### config.mk
export PLATFORM = sky130hd
export DESIGN_NAME = sr_cmd_gen
export DESIGN_NICKNAME = d
export VERILOG_FILES = /design/src/rtl/sr_cmd_gen.sv
export SDC_FILE = /design/constraint.sdc
export NUM_CORES = 1
export LEC_CHECK = 0
export CAP_MARGIN = 0
export CORE_UTILIZATION = 53
export CTS_CLUSTER_DIAMETER = 80
export DETAILED_ROUTE_END_ITERATION = 8
export GPL_TIMING_DRIVEN = 0
export PLACE_DENSITY_LB_ADDON = 0.05
export SYNTH_ARGS = -nofsm -noshare
export SYNTH_HDL_FRONTEND = slang
export SYNTH_SLANG_ARGS = --single-unit
### constraint.sdc
create_clock -name clk -period 2 [get_ports clk]
set_input_delay 0.4 -clock clk [delete_from_list [all_inputs] [get_ports clk]]
set_output_delay 0.4 -clock clk [all_outputs]
set_load 0.05 [all_outputs]
### src/rtl/sr_cmd_gen.sv
`default_nettype none
// ============================================================================
// Module  : sr_cmd_gen
// Brief   : Debounced, arbitrated S/R command pulse generator for a gated SR
//           latch. Optional q_model register enabled by SR_CMD_GEN_QMODEL_EN.
// Revision: 1.0 - initial release
// ============================================================================
module sr_cmd_gen #(
  parameter int SYNC_STAGES     = 2,
  parameter int DEBOUNCE_CYCLES = 4,
  parameter int PULSE_CYCLES    = 2,
  parameter int GAP_CYCLES      = 1
) (
  input  logic clk,
  input  logic rst,
  input  logic btn_set,
  input  logic btn_reset,
  output logic S,
  output logic R,
  output logic busy,
  output logic conflict,
  output logic q_model
);

  localparam int c_DBW    = $clog2(DEBOUNCE_CYCLES + 1);
  localparam int c_PG_MAX = (PULSE_CYCLES > GAP_CYCLES) ? PULSE_CYCLES : GAP_CYCLES;
  localparam int c_PGW    = $clog2(c_PG_MAX + 1);

  localparam logic [c_DBW-1:0] c_DB_LAST    = c_DBW'(DEBOUNCE_CYCLES - 1);
  localparam logic [c_PGW-1:0] c_PULSE_LAST = c_PGW'(PULSE_CYCLES - 1);
  localparam logic [c_PGW-1:0] c_GAP_LAST   = c_PGW'(GAP_CYCLES - 1);

  localparam logic [1:0] c_IDLE  = 2'd0;
  localparam logic [1:0] c_SET_P = 2'd1;
  localparam logic [1:0] c_RST_P = 2'd2;
  localparam logic [1:0] c_GAP   = 2'd3;

  logic [1:0] w_raw;
  logic [1:0] w_rise;
  logic [1:0] w_req;

  assign w_raw = {btn_reset, btn_set};

  // Channel 0 = set, channel 1 = reset.
  generate
    for (genvar g = 0; g < 2; g++) begin : g_chan
      logic [SYNC_STAGES-1:0] r_sync;
      logic [c_DBW-1:0]       r_cnt;
      logic                   r_db;
      logic                   r_db_d;

      always_ff @(posedge clk or posedge rst) begin
        if (rst) begin
          r_sync <= '0;
          r_cnt  <= '0;
          r_db   <= 1'b0;
          r_db_d <= 1'b0;
        end else begin
          r_sync <= {r_sync[SYNC_STAGES-2:0], w_raw[g]};
          r_db_d <= r_db;
          if (r_sync[SYNC_STAGES-1] == r_db) begin
            r_cnt <= '0;
          end else if (r_cnt == c_DB_LAST) begin
            r_db  <= r_sync[SYNC_STAGES-1];
            r_cnt <= '0;
          end else begin
            r_cnt <= r_cnt + 1'b1;
          end
        end
      end

      assign w_rise[g] = r_db & ~r_db_d;
    end
  endgenerate

  logic [1:0]       r_state;
  logic [c_PGW-1:0] r_cnt;
  logic [1:0]       r_pend;
  logic             r_s;
  logic             r_r;
  logic             r_conflict;
  logic [1:0]       w_arb_state;
  logic             w_arb_conf;
  logic             w_arb_fire;

  assign w_req = w_rise | r_pend;

  always_comb begin
    w_arb_state = c_IDLE;
    w_arb_conf  = 1'b0;
    case (w_req)
      2'b01:   w_arb_state = c_SET_P;
      2'b10:   w_arb_state = c_RST_P;
      2'b11:   w_arb_conf  = 1'b1;
      default: w_arb_state = c_IDLE;
    endcase
  end

  // The last GAP cycle arbitrates like IDLE, so a queued command follows
  // after exactly GAP_CYCLES quiet cycles.
  assign w_arb_fire = (r_state == c_IDLE) ||
                      ((r_state == c_GAP) && (r_cnt == c_GAP_LAST));

  always_ff @(posedge clk or posedge rst) begin
    if (rst) begin
      r_state    <= c_IDLE;
      r_cnt      <= '0;
      r_pend     <= '0;
      r_s        <= 1'b0;
      r_r        <= 1'b0;
      r_conflict <= 1'b0;
    end else begin
      r_s        <= (r_state == c_SET_P);
      r_r        <= (r_state == c_RST_P);
      r_conflict <= 1'b0;
      if (w_arb_fire) begin
        r_state    <= w_arb_state;
        r_cnt      <= '0;
        r_pend     <= '0;
        r_conflict <= w_arb_conf;
      end else begin
        r_pend <= r_pend | w_rise;
        case (r_state)
          c_SET_P, c_RST_P: begin
            if (r_cnt == c_PULSE_LAST) begin
              r_state <= c_GAP;
              r_cnt   <= '0;
            end else begin
              r_cnt <= r_cnt + 1'b1;
            end
          end
          c_GAP:   r_cnt   <= r_cnt + 1'b1;
          default: r_state <= c_IDLE;
        endcase
      end
    end
  end

  assign S        = r_s;
  assign R        = r_r;
  assign busy     = (r_state != c_IDLE);
  assign conflict = r_conflict;

`ifdef SR_CMD_GEN_QMODEL_EN
  logic r_q;

  always_ff @(posedge clk or posedge rst) begin
    if (rst) begin
      r_q <= 1'b0;
    end else if (w_arb_fire && (w_arb_state == c_SET_P)) begin
      r_q <= 1'b1;
    end else if (w_arb_fire && (w_arb_state == c_RST_P)) begin
      r_q <= 1'b0;
    end
  end

  assign q_model = r_q;
`else
  assign q_model = 1'b0;
`endif

endmodule
`default_nettype wire

# Yosys cells after proc, flatten, opt, wreduce, memory -nomap -nowiden
# Index checks and enable logic that the tools add are counted.
# Widths: inputs -> output; s select.
word_totals:
  ff_bits: 23
  out_inout_bits: 5
  word_cells: 61
classes:
  addsub: 3
  n_eq_ne: 13
  n_mux: 14
  n_bitwise: 7
  n_reduce_logical: 10
op_table:
  columns: ["operator", "n"]
  rows:
  - ["$mux 3", 4]
  - ["$pmux 2 s2", 3]
  - ["$mux 2", 5]
  - ["$eq 2x2->1 const B", 4]
  - ["$add 3x1->3 const B", 2]
  - ["$eq 2x1->1 const B", 3]
  - ["$eq 3x2->1 const B", 2]
  - ["$reduce_and 2->1", 3]
  - ["$logic_not 2->1", 2]
  - ["$not 1->1", 4]
  - ["$ne 3x3->1 const B", 1]
  - ["$reduce_bool 3->1", 1]
  - ["$add 2x1->2 const B", 1]
  - ["$and 1x1->1", 2]
  - ["$eq 1x1->1", 2]
  - ["$mux 1", 2]
  - ["$ne 2x2->1 const B", 1]
  - ["$or 2x2->2", 1]
  - ["$reduce_bool 2->1", 1]
  - ["$reduce_or 2->1", 1]
  - ["$logic_and 1x1->1", 1]
  - ["$logic_or 1x1->1", 1]

# Depth between registers and ports, before layout
# Gate-level depths: netlist (run 1).
logic_depth:
  ltp_word: 6
  ltp_mapped: 5
  mapped_depth_nobuf: 5

# Least setup slack after synthesis (run 1)
# OpenSTA, ideal clock, no wires.
synth_path:
  kind: "register -> register"
  startpoint: "register r_state[0]"
  endpoint: "register r_state[1]"
  setup_time_ps: 125
  t_arrival_ps: 1299
  required_ps: 1875
  slack_ps: 576
  stages_incl_launch_ff: 6
  path_buffers: 0
  synth_period_minus_slack_ps: 1424
  path_cell_list: "dfrtp_1 > inv_1 > ha_1 > or2_1 > o21a_1 > mux2_4"
synth_via:
  elab_chain_cells: 5
  word_cells_on_any_way: 12
  cone_classes: "eq/ne: 5; mux: 2; reduce/logical: 5"
synth_lines:
  columns: ["element", "line_no", "rtl"]
  rows:
  - ["start, declared", "76", "logic [1:0] r_state;"]
  - ["start signal, assigned", "106", "r_state <= c_IDLE;"]
  - ["start signal, assigned", "117", "r_state <= w_arb_state;"]
  - ["start signal, assigned", "126", "r_state <= c_GAP;"]
  - ["$eq 2x2->1", "102, 123", null]
  - ["$logic_and 1x1->1", "102", "((r_state == c_GAP) && (r_cnt == c_GAP_LAST));"]
  - ["$logic_or 1x1->1", "101", "assign w_arb_fire = (r_state == c_IDLE) ||"]
  - ["$ne 3x3->1 (no line) or $ne 2x2->1 (tied branches)", null, null]
  - ["$reduce_and 2->1 (no line)", null, null]
# Several ways; a longest one is shown, not always the timed one.
# A chain may end at the register's enable or synchronous reset.

# Worst setup path in the final report (run 1)
layout_path:
  startpoint: "register r_r (netlist: R)"
  endpoint: "output R"
layout_rtl:
  columns: ["element", "line_no", "rtl"]
  rows:
  - ["start, declared", "80", "logic r_r;"]
  - ["start signal, assigned", "114", "r_r <= (r_state == c_RST_P);"]
  - ["end, declared", "19", "output logic R,"]
# No word-level cell between the ends.

==> results.sh, run 1 <==
export IMPL_die_x_um=43.9
export IMPL_nNetsFinal=93
export IMPL_dieHeight_um=43.9
export IMPL_ys_ff_latch=23
export IMPL_netlist_area_um2=932
export IMPL_syn_area_per_cell_um2=13.1
export IMPL_cp_slowest_stage_delay_ps=790
export IMPL_path_buf_inv=1
export IMPL_synth_fp_nets=81
export IMPL_n_antenna_cell=0
export IMPL_violations="design-rule violations"
export IMPL_ys_flop_type="dfrtp_1"
export IMPL_cp_end_kind="output pin"
export IMPL_gp_congestion=0.766
export IMPL_drt_initial_drc_count=5
export IMPL_io_pins=9
export IMPL_firstDrtPassIters=5
export IMPL_tightest_slew_ps=798
export IMPL_fin_tns_setup_ps=0
export IMPL_fillers=114
export IMPL_synth_edf_count=0
export IMPL_p_int_w=0.000907
export IMPL_track_usage_pct=15.4
export IMPL_multi_input_area_um2=330
export IMPL_grt_pass1_wl_mm=2.10
export IMPL_ir_drop_v=0.000695
export IMPL_core_area_mm2=0.00158
export IMPL_finalCritPeriodShare_pct=92.1
export IMPL_crit_type="reg -> out"
export IMPL_drive_gt1_share_pct=12.2
export IMPL_clkLatencyLatePin_ps=300
export IMPL_cp_required_ps=1600
export IMPL_slowest_stage="clkdlybuf4s50_1"
export IMPL_min_period_ps=1840
export IMPL_syn_inst=71
export IMPL_die_area_mm2=0.00193
export IMPL_swShare_pct=35.8
export IMPL_fmax_mhz=543
export IMPL_powerDensity_mw_per_mm2=1350
export IMPL_grt_pass1_vias=520
export IMPL_cts_tree="yes"
export IMPL_crit_arrival_ps=1440
export IMPL_post_synth_num_cell_types=24
export IMPL_synth_top_cell_area_share_pct=61.7
export IMPL_yosys_area_top_type="dfrtp_1"
export IMPL_htreeDepth=1
export IMPL_power_w=0.00141
export IMPL_initial_core_util_pct=59.1
export IMPL_ant_nets=0
export IMPL_post_dp_hpwl_um=894
export IMPL_synth_common_cells="dfrtp_1, ha_1, inv_1, nor3b_1, nor2_1"
export IMPL_slew_viol_final=0
export IMPL_drc=1
export IMPL_avgRoutedWirePerCell_um=11.8
export IMPL_hold_violations=0
export IMPL_slew_headroom_pct=46.7
export IMPL_final_seq_area_um2=576
export IMPL_clkSinkCount=23
export IMPL_maxCapViolCount=0
export IMPL_r2r_slack_ps=480
export IMPL_numCtsBuffers=3
export IMPL_final_setup_viol_count=0
export IMPL_cts_buffer_depth=2
export IMPL_synth_area_leaders="dfrtp_1, ha_1, nor3b_1"
export IMPL_finClkSkew_ps=1.22
export IMPL_syn_to_final_growth_pct=11.9
export IMPL_vias_per_cell=5.33
export IMPL_yosysMostFrequentCell="dfrtp_1"
export IMPL_overflow=0
export IMPL_root_buffer="clkbuf_4"
export IMPL_min_path_type="reg -> reg"
export IMPL_path_delay_family="buffers and inverters"
export IMPL_ys_seq_area_share_pct=61.7
export IMPL_status="finished, violations left"
export IMPL_clkPwrFrac_pct=14.5
export IMPL_grt_setup_unrepaired="no"
export IMPL_clk_pin_slew_ps=110
export IMPL_p_comb_share_pct=38.3
export IMPL_p_switching_w=0.000505
export IMPL_startpoint_type="register"
export IMPL_crit_chain="clkdlybuf4s50_1"
export IMPL_antenna_found_initial=0
export IMPL_yosysWarnings=0
export IMPL_holdBufCountCts=0
export IMPL_routed_wirelength_mm=1.16
export IMPL_grt_max_degree=24
export IMPL_cellLeakagePower_nw=0.498
export IMPL_rows=14
export IMPL_timing_critical_path_fanout_max=1
export IMPL_port_buffers=7
export IMPL_vias=522
export IMPL_synthArstFlopShare_pct=100
export IMPL_seqPwrFrac_pct=47.2
## what timing repair did
| item | in CTS | in global routing |
|---|---|---|
| setup endpoints to repair | 1 | 1 |
| resized for setup | 3 | 2 |
| pin swaps | 0 | 0 |
| buffers inserted | 0 | 0 |
## cell usage in the layout, fill, tap and decap left out, types with 3 or more instances in the layout
cell type         n
dfrtp_1          23
clkdlybuf4s50_1   6
nor3b_1           5
nor2_1            4
inv_1             5
clkbuf_4          3
nor2b_1           3
mux2_2            3
ha_1              6
nor3_1            3
## cell families (layout without fill, tap and decap cells)
family / after synthesis / after routing / share of synthesized area [%]
DFF: 23 / 23 / 61.7
AOI/OAI and AO/OA: 8 / 8 / 5.77
buffers and inverters: 6 / 17 / 2.82
other: 1 / 1 / 0.402
and+or+nand+nor: 19 / 19 / 11.9
xor gates and xnor gates: 2 / 2 / 1.88
adders and majority gates: 6 / 6 / 8.05
muxes: 6 / 6 / 7.38
## power by group through the flow
stage | Combinational [W] | Sequential [W] | Clock, W
after floorplan | 0.000376 | 0.000724 | 0
after global placement | 0.000544 | 0.000670 | 0
after detailed placement | 0.000557 | 0.000678 | 0
after CTS | 0.000555 | 0.000667 | 0.000215
after global routing | 0.000606 | 0.000683 | 0.000228
final | 0.000541 | 0.000666 | 0.000205
## cell type report
| class | count | share of cell area (%) |
|---|---|---|
| buffer | 1 | 0.719 |
| sequential | 23 | 55.2 |
| timing repair buffer | 7 | 6.24 |
| inverter | 5 | 1.80 |
| tap | 16 | 1.92 |
| clock buffer | 4 | 2.52 |
| multi-input combinational | 42 | 31.7 |
## sequential cells by signal, summed over array words and instances, names as in the netlist
register / cells
g_chan.r_cnt: 6
conflict: 1
r_state: 2
g_chan.r_db_d: 2
R: 1
g_chan.r_sync: 4
g_chan.r_db: 2
S: 1
r_cnt: 2
r_pend: 2
## routing by layer
layer	vias up	global-route usage, %	share of wire (%)
met2	12	24.5	47
met4	0	7.27	2.2
li1	257	-	-
met1	250	19.9	47
met3	3	3.75	3.7
met5	-	0	0
## final timing paths
kind,from,cells after the start,end
min reg2reg,g_chan[0].r_sync[0],0,g_chan[0].r_sync[1]
min in group asynchronous,rst,2,g_chan[1].r_sync[1]
max reg2reg,r_state[0],5,r_state[1]
max,R,1,R
max in group asynchronous,rst,2,r_cnt[0]
min,g_chan[0].r_sync[0],0,g_chan[0].r_sync[1]
## stage by stage
stage / hold WS, ps / util, % / cells / worst slack, ps / instance area (µm²)
6_report: 375 / 66.2 / 98 / 158 / 1040
5_1_grt: 391 / 66.2 / 98 / 89.0 / 1040
4_1_cts: 379 / 66.6 / 98 / 100 / 1050
3_5_place_dp: 342 / 64.8 / 94 / 19.8 / 1020
3_3_place_gp: 335 / 64.8 / 94 / 39.9 / 1020
2_1_floorplan: 331 / - / 71 / 576 / 932
Power figures use the tool's default switching activity.
==> run 2, diff against run 1 <==
--- a/config.mk
+++ b/config.mk
@@ -5,8 +5,9 @@
 export SDC_FILE = /design/constraint.sdc
 export NUM_CORES = 1
 export LEC_CHECK = 0
+export ABC_AREA = 1
 export CAP_MARGIN = 0
-export CORE_UTILIZATION = 53
+export CORE_UTILIZATION = 54
 export CTS_CLUSTER_DIAMETER = 80
 export DETAILED_ROUTE_END_ITERATION = 8
 export GPL_TIMING_DRIVEN = 0
==> results.sh, run 2 <==
export IMPL_finalHoldWorstSlack_ps=367
export IMPL_r2r_end="r_state[1]"
export IMPL_synthMuxAreaShare_pct=0
export IMPL_clkSinkCount=23
export IMPL_holdBufCountCts=0
export IMPL_slew_viol_final=0
export IMPL_n_antenna_cell=0
export IMPL_status="finished, final reports clean"
export IMPL_syn_to_final_growth_pct=12.3
export IMPL_yosys_area_share_simple_pct=17.5
export IMPL_drt_initial_drc_count=9
export IMPL_root_buffer="clkbuf_4"
export IMPL_vias=590
export IMPL_nNetsFinal=115
export IMPL_synth_xor_area_share_pct=1.83
export IMPL_core_area_mm2=0.00158
export IMPL_rr_startpoint="r_state[1]"
export IMPL_syn_inst=93
export IMPL_mostFrequentLayoutCell="dfrtp_1"
export IMPL_numCtsBuffers=3
export IMPL_dieHeight_um=44.2
export IMPL_r2r_slack_ps=610
export IMPL_startpoint_type="register"
export IMPL_timing_critical_path_fanout_max=1
export IMPL_pre_cts_ws_ps=-43.6
export IMPL_track_usage_pct=19.2
export IMPL_yosys_area_top_type="dfrtp_1"
export IMPL_slew_headroom_pct=45.2
export IMPL_crit_chain="clkdlybuf4s50_1"
export IMPL_ys_seq_area_share_pct=60.0
export IMPL_ys_ff_latch=23
export IMPL_clkLatencyLatePin_ps=320
export IMPL_reg2regPathDepth=8
export IMPL_crit_type="reg -> out"
export IMPL_ir_drop_v=0.000809
export IMPL_cp_end_kind="output pin"
export IMPL_crit_start="S"
export IMPL_layout_common_cells="dfrtp_1, inv_1, nand2_1"
export IMPL_maxCapViolCount=0
export IMPL_synth_top_cell_area_share_pct=60.0
export IMPL_post_cts_buffers=0
export IMPL_powerDensity_mw_per_mm2=1540
export IMPL_grt_max_degree=24
export IMPL_die_x_um=44.2
export IMPL_yosysMostFrequentCell="dfrtp_1"
export IMPL_slowest_stage="clkdlybuf4s50_1"
export IMPL_cp_required_ps=1600
export IMPL_largest_register="g_chan.r_cnt"
export IMPL_placed_area_mm2=0.00105
export IMPL_synth_area_leaders="dfrtp_1, ha_1, inv_1"
export IMPL_avgRoutedWirePerCell_um=11.4
export IMPL_yosysWarnings=0
export IMPL_die_area_mm2=0.00195
export IMPL_min_path_type="reg -> reg"
export IMPL_fillers=125
export IMPL_synth_common_cells="dfrtp_1, inv_1, nand2_1"
export IMPL_firstDrtPassIters=6
export IMPL_crit_end="S"
export IMPL_post_dp_hpwl_mm=1.01
export IMPL_cts_buffer_depth=2
export IMPL_grt_pass1_wl_mm=2.57
export IMPL_syn_area_per_cell_um2=10.3
export IMPL_io_pins=9
export IMPL_path_delay_family="buffers and inverters"
export IMPL_crit_arrival_ps=1430
export IMPL_largest_reg_flops=6
export IMPL_min_period_ps=1830
export IMPL_synth_edf_count=0
export IMPL_final_setup_viol_count=0
export IMPL_synthArstFlopShare_pct=100
export IMPL_yosys_area_share_adder_pct=7.82
export IMPL_path_buf_inv=1
export IMPL_top_regs="g_chan.r_cnt x6, g_chan.r_sync x4"
export IMPL_initial_core_util_pct=60.9
export IMPL_hold_violations=0
export IMPL_grt_pass1_vias=599
export IMPL_ant_nets=0
export IMPL_clk_pin_slew_ps=130
export IMPL_port_buffers=7
export IMPL_setup_ws_ps=168
export IMPL_post_synth_num_cell_types=17
export IMPL_design_area_mm2=0.00108
export IMPL_synth_top_family_by_area="simple AND/OR/NAND/NOR gates"
export IMPL_ys_flop_type="dfrtp_1"
export IMPL_vias_per_cell=4.92
export IMPL_cellLeakagePower_nw=0.547
export IMPL_finClkSkew_ps=14.6
export IMPL_drc=0
export IMPL_antenna_found_initial=0
export IMPL_htreeDepth=1
export IMPL_gp_congestion=0.849
export IMPL_overflow=0
export IMPL_netlist_area_um2=960
export IMPL_cts_tree="yes"
export IMPL_rows=14
export IMPL_synth_compound_area_share_pct=5.48
export IMPL_cp_slowest_stage_delay_ps=790
export IMPL_min_path_cells=0
export IMPL_fmax_mhz=546
export IMPL_routed_wirelength_mm=1.37
export IMPL_grt_setup_unrepaired="no"
export IMPL_synth_fp_nets=103
export IMPL_dp_cells=116
export IMPL_finalNonFillerCells=120
export IMPL_tightest_slew_ps=821
export IMPL_finalCritPeriodShare_pct=91.6
export IMPL_drive_gt1_share_pct=12.5
export IMPL_cp_depth=1
## run 2: power breakdown
group | switching [W] | internal, W
clock | 0.000138 | 0.0000765
combinational | 0.000491 | 0.000267
sequential | 0.0000827 | 0.000607
total | 0.000712 | 0.000950
## run 2: worst register-to-register path: stages (launching register included)
cell and delay (ps):
dfrtp_1 430, inv_1 120, ha_2 300, nor3_2 140
inv_1 100, nand2_2 80, nand2_1 60, nand2_1 50
inv_1 30
## run 2: timing repair
item                       CTS  global route
gates resized for setup      5             1
cloned                       0             0
pin swaps                    0             0
setup endpoints to repair    1             1
## run 2: worst min-delay path by stage
stage	startpoint	end
6_report	g_chan[0].r_sync[0]	g_chan[0].r_sync[1]
5_1_grt	g_chan[0].r_sync[0]	g_chan[0].r_sync[1]
4_1_cts	g_chan[0].r_sync[0]	g_chan[0].r_sync[1]
3_5_place_dp	g_chan[0].r_sync[0]	g_chan[0].r_sync[1]
3_3_place_gp	g_chan[0].r_sync[0]	g_chan[0].r_sync[1]
2_1_floorplan	g_chan[0].r_sync[0]	g_chan[0].r_sync[1]
## run 2: kinds of logic (layout without fill, tap and decap cells)
logic type | Yosys count | after routing
AOI/OAI and AO/OA | 7 | 7
xor gates and xnor gates | 2 | 2
adders and majority gates | 6 | 6
buffers and inverters | 17 | 28
DFF | 23 | 23
other | 1 | 1
and+or+nand+nor | 37 | 37
## run 2: per-stage QoR
| stage | setup TNS (ps) | util, % | total power [W] |
|---|---|---|---|
| after floorplan | 0 | - | 0.00128 |
| after global placement | -35.0 | 66.6 | 0.00144 |
| after detailed placement | -43.6 | 66.6 | 0.00147 |
| after CTS | 0 | 68.7 | 0.00169 |
| after global routing | 0 | 68.3 | 0.00182 |
| final | 0 | 68.3 | 0.00166 |
## run 2: layout make-up
type | count | area, µm² | area share, %
multi-input combinational | 53 | 319 | 29.6
clock inverter | 1 | 7.51 | 0.697
buffer | 1 | 7.51 | 0.697
sequential | 23 | 576 | 53.4
tap | 16 | 20.0 | 1.86
timing repair buffer | 7 | 65.1 | 6.04
clock buffer | 3 | 22.5 | 2.09
inverter | 16 | 60.1 | 5.57
## run 2: routing by layer
layer	GRT usage, %	wire length, µm
met5	0	0
met4	9.09	30
met3	7.35	63
met2	30.6	677
met1	23.0	599
==> run 3, diff against run 2 <==
==> constraint.sdc (replaced) <==
create_clock -name clk -period 2.1 [get_ports clk]
set_input_delay 0.42 -clock clk [delete_from_list [all_inputs] [get_ports clk]]
set_output_delay 0.42 -clock clk [all_outputs]
set_load 0.05 [all_outputs]
==> results.sh, run 3 (synthesis gave the netlist of run 2 again) <==
export IMPL_grt_pass1_vias=598
export IMPL_hold_start="g_chan[0].r_sync[0]"
export IMPL_finalHoldWorstSlack_ps=367
export IMPL_cp_end_kind="output pin"
export IMPL_vias_per_cell=4.92
export IMPL_rows=14
export IMPL_cts_buffer_depth=2
export IMPL_crit_chain="inv_1 > ha_2 > inv_1 > clkdlybuf4s18_2"
export IMPL_reg2regPathDepth=8
export IMPL_gp_congestion=0.849
export IMPL_dieHeight_um=44.2
export IMPL_track_usage_pct=19.0
export IMPL_timing_critical_path_fanout_max=3
export IMPL_io_pins=9
export IMPL_hold_violations=0
export IMPL_post_dp_hpwl_mm=1.01
export IMPL_cellLeakagePower_nw=0.548
export IMPL_initial_core_util_pct=60.9
export IMPL_ant_nets=0
export IMPL_r2r_slack_ps=710
export IMPL_fin_tns_setup_ps=0
export IMPL_slowest_stage="dfrtp_1"
export IMPL_htreeDepth=1
export IMPL_holdBufCountCts=0
export IMPL_fmax_mhz=511
export IMPL_cp_required_ps=1680
export IMPL_clkSinkCount=23
export IMPL_ir_drop_v=0.000806
export IMPL_finalCritPeriodShare_pct=93.2
export IMPL_cp_slowest_stage_delay_ps=430
export IMPL_pre_cts_ws_ps=36.4
export IMPL_avgRoutedWirePerCell_um=11.4
export IMPL_n_antenna_cell=0
export IMPL_status="finished, final reports clean"
export IMPL_clk_pin_slew_ps=130
export IMPL_final_setup_viol_count=0
export IMPL_firstDrtPassIters=6
export IMPL_cpMostUsedCell="inv_1"
export IMPL_mostFrequentLayoutCell="dfrtp_1"
export IMPL_drt_initial_drc_count=9
export IMPL_syn_to_final_growth_pct=12.8
export IMPL_drive_gt1_share_pct=12.5
export IMPL_cts_tree="yes"
export IMPL_port_buffers=7
export IMPL_layout_common_cells="dfrtp_1, inv_1, nand2_1"
export IMPL_antenna_found_initial=0
export IMPL_die_area_mm2=0.00195
export IMPL_grt_setup_unrepaired="no"
export IMPL_setup_ws_ps=144
export IMPL_min_path_cells=0
export IMPL_core_area_mm2=0.00158
export IMPL_min_path_type="reg -> reg"
export IMPL_rr_startpoint="r_state[1]"
export IMPL_largest_reg_flops=6
export IMPL_grt_max_degree=24
export IMPL_crit_arrival_ps=1540
export IMPL_nNetsFinal=115
export IMPL_slew_headroom_pct=45.1
export IMPL_min_period_ps=1960
export IMPL_tightest_slew_ps=822
export IMPL_drc=0
export IMPL_powerDensity_mw_per_mm2=1470
export IMPL_crit_type="reg -> out"
export IMPL_maxCapViolCount=0
export IMPL_numCtsBuffers=3
export IMPL_grt_pass1_wl_mm=2.55
export IMPL_finClkSkew_ps=14.6
export IMPL_largest_register="g_chan.r_cnt"
export IMPL_overflow=0
export IMPL_routed_wirelength_mm=1.37
export IMPL_clkLatencyLatePin_ps=320
export IMPL_hold_end="g_chan[0].r_sync[1]"
export IMPL_r2r_end="r_state[1]"
export IMPL_vias=590
export IMPL_top_regs="g_chan.r_cnt x6, g_chan.r_sync x4"
export IMPL_die_x_um=44.2
export IMPL_slew_viol_final=0
export IMPL_root_buffer="clkbuf_4"
export IMPL_startpoint_type="register"
[run 3: cell types whose count changed in the layout (fill, tap and decap cells not counted), sizes merged]
cell	previous run	this run
clkdlybuf4s18	0	1
buf	2	1
[run 3: where the power goes]
group | switching, W | internal (W) | total (W)
clock | 0.000131 | 0.0000728 | 0.000204
combinational | 0.000468 | 0.000262 | 0.000731
sequential | 0.0000787 | 0.000578 | 0.000657
[run 3: metal layers]
| layer | GRT usage, % | vias to the layer above | part of all wire (%) |
|---|---|---|---|
| met5 | 0 | - | 0 |
| met4 | 9.09 | 0 | 2.2 |
| met3 | 7.35 | 4 | 4.7 |
| met2 | 30.6 | 13 | 49 |
| met1 | 22.4 | 267 | 44 |
| li1 | - | 306 | - |
[run 3: layout make-up]
type / count / area [µm²]
clock inverters: 1 / 7.51
multi-input cells: 53 / 319
repair buffers: 7 / 70.1
inverters: 16 / 60.1
well taps: 16 / 20.0
flip-flops and latches: 23 / 576
clock buffers: 3 / 22.5
plain buffers: 1 / 7.51
fillers: 124 / 494
[run 3: what timing repair did]
item | 4_1_cts | 5_1_grt
resized for setup | 3 | 2
setup buffers | 0 | 0
endpoints found under the setup margin | 1 | 1
[run 3: how the worst max path moves through the flow]
| stage | from | to | cells after the start |
|---|---|---|---|
| global placement | r_state[0] | busy | 4 |
| floorplan | r_state[0] | r_state[1] | 8 |
| CTS | r_state[0] | busy | 4 |
| finish | r_state[1] | busy | 4 |
| global route | r_state[1] | busy | 4 |
| detailed placement | r_state[0] | busy | 4 |
[run 3: critical path, delay by kind of cell, from the launching register on]
| family | cells | cell delay, ps |
|---|---|---|
| buffers and inverters | 3 | 540 |
| adder cells (fa/ha/maj) | 1 | 250 |
| flip-flops | 1 | 430 |
[run 3: per-stage QoR]
stage | utilization (%) | instances | instance area [µm²] | power (W)
after global placement | 66.6 | 116 | 1050 | 0.00137
after CTS | 68.6 | 120 | 1080 | 0.00160
after floorplan | - | 93 | 960 | 0.00122
after global routing | 68.7 | 120 | 1080 | 0.00174
after detailed placement | 66.6 | 116 | 1050 | 0.00140
final | 68.7 | 120 | 1080 | 0.00159
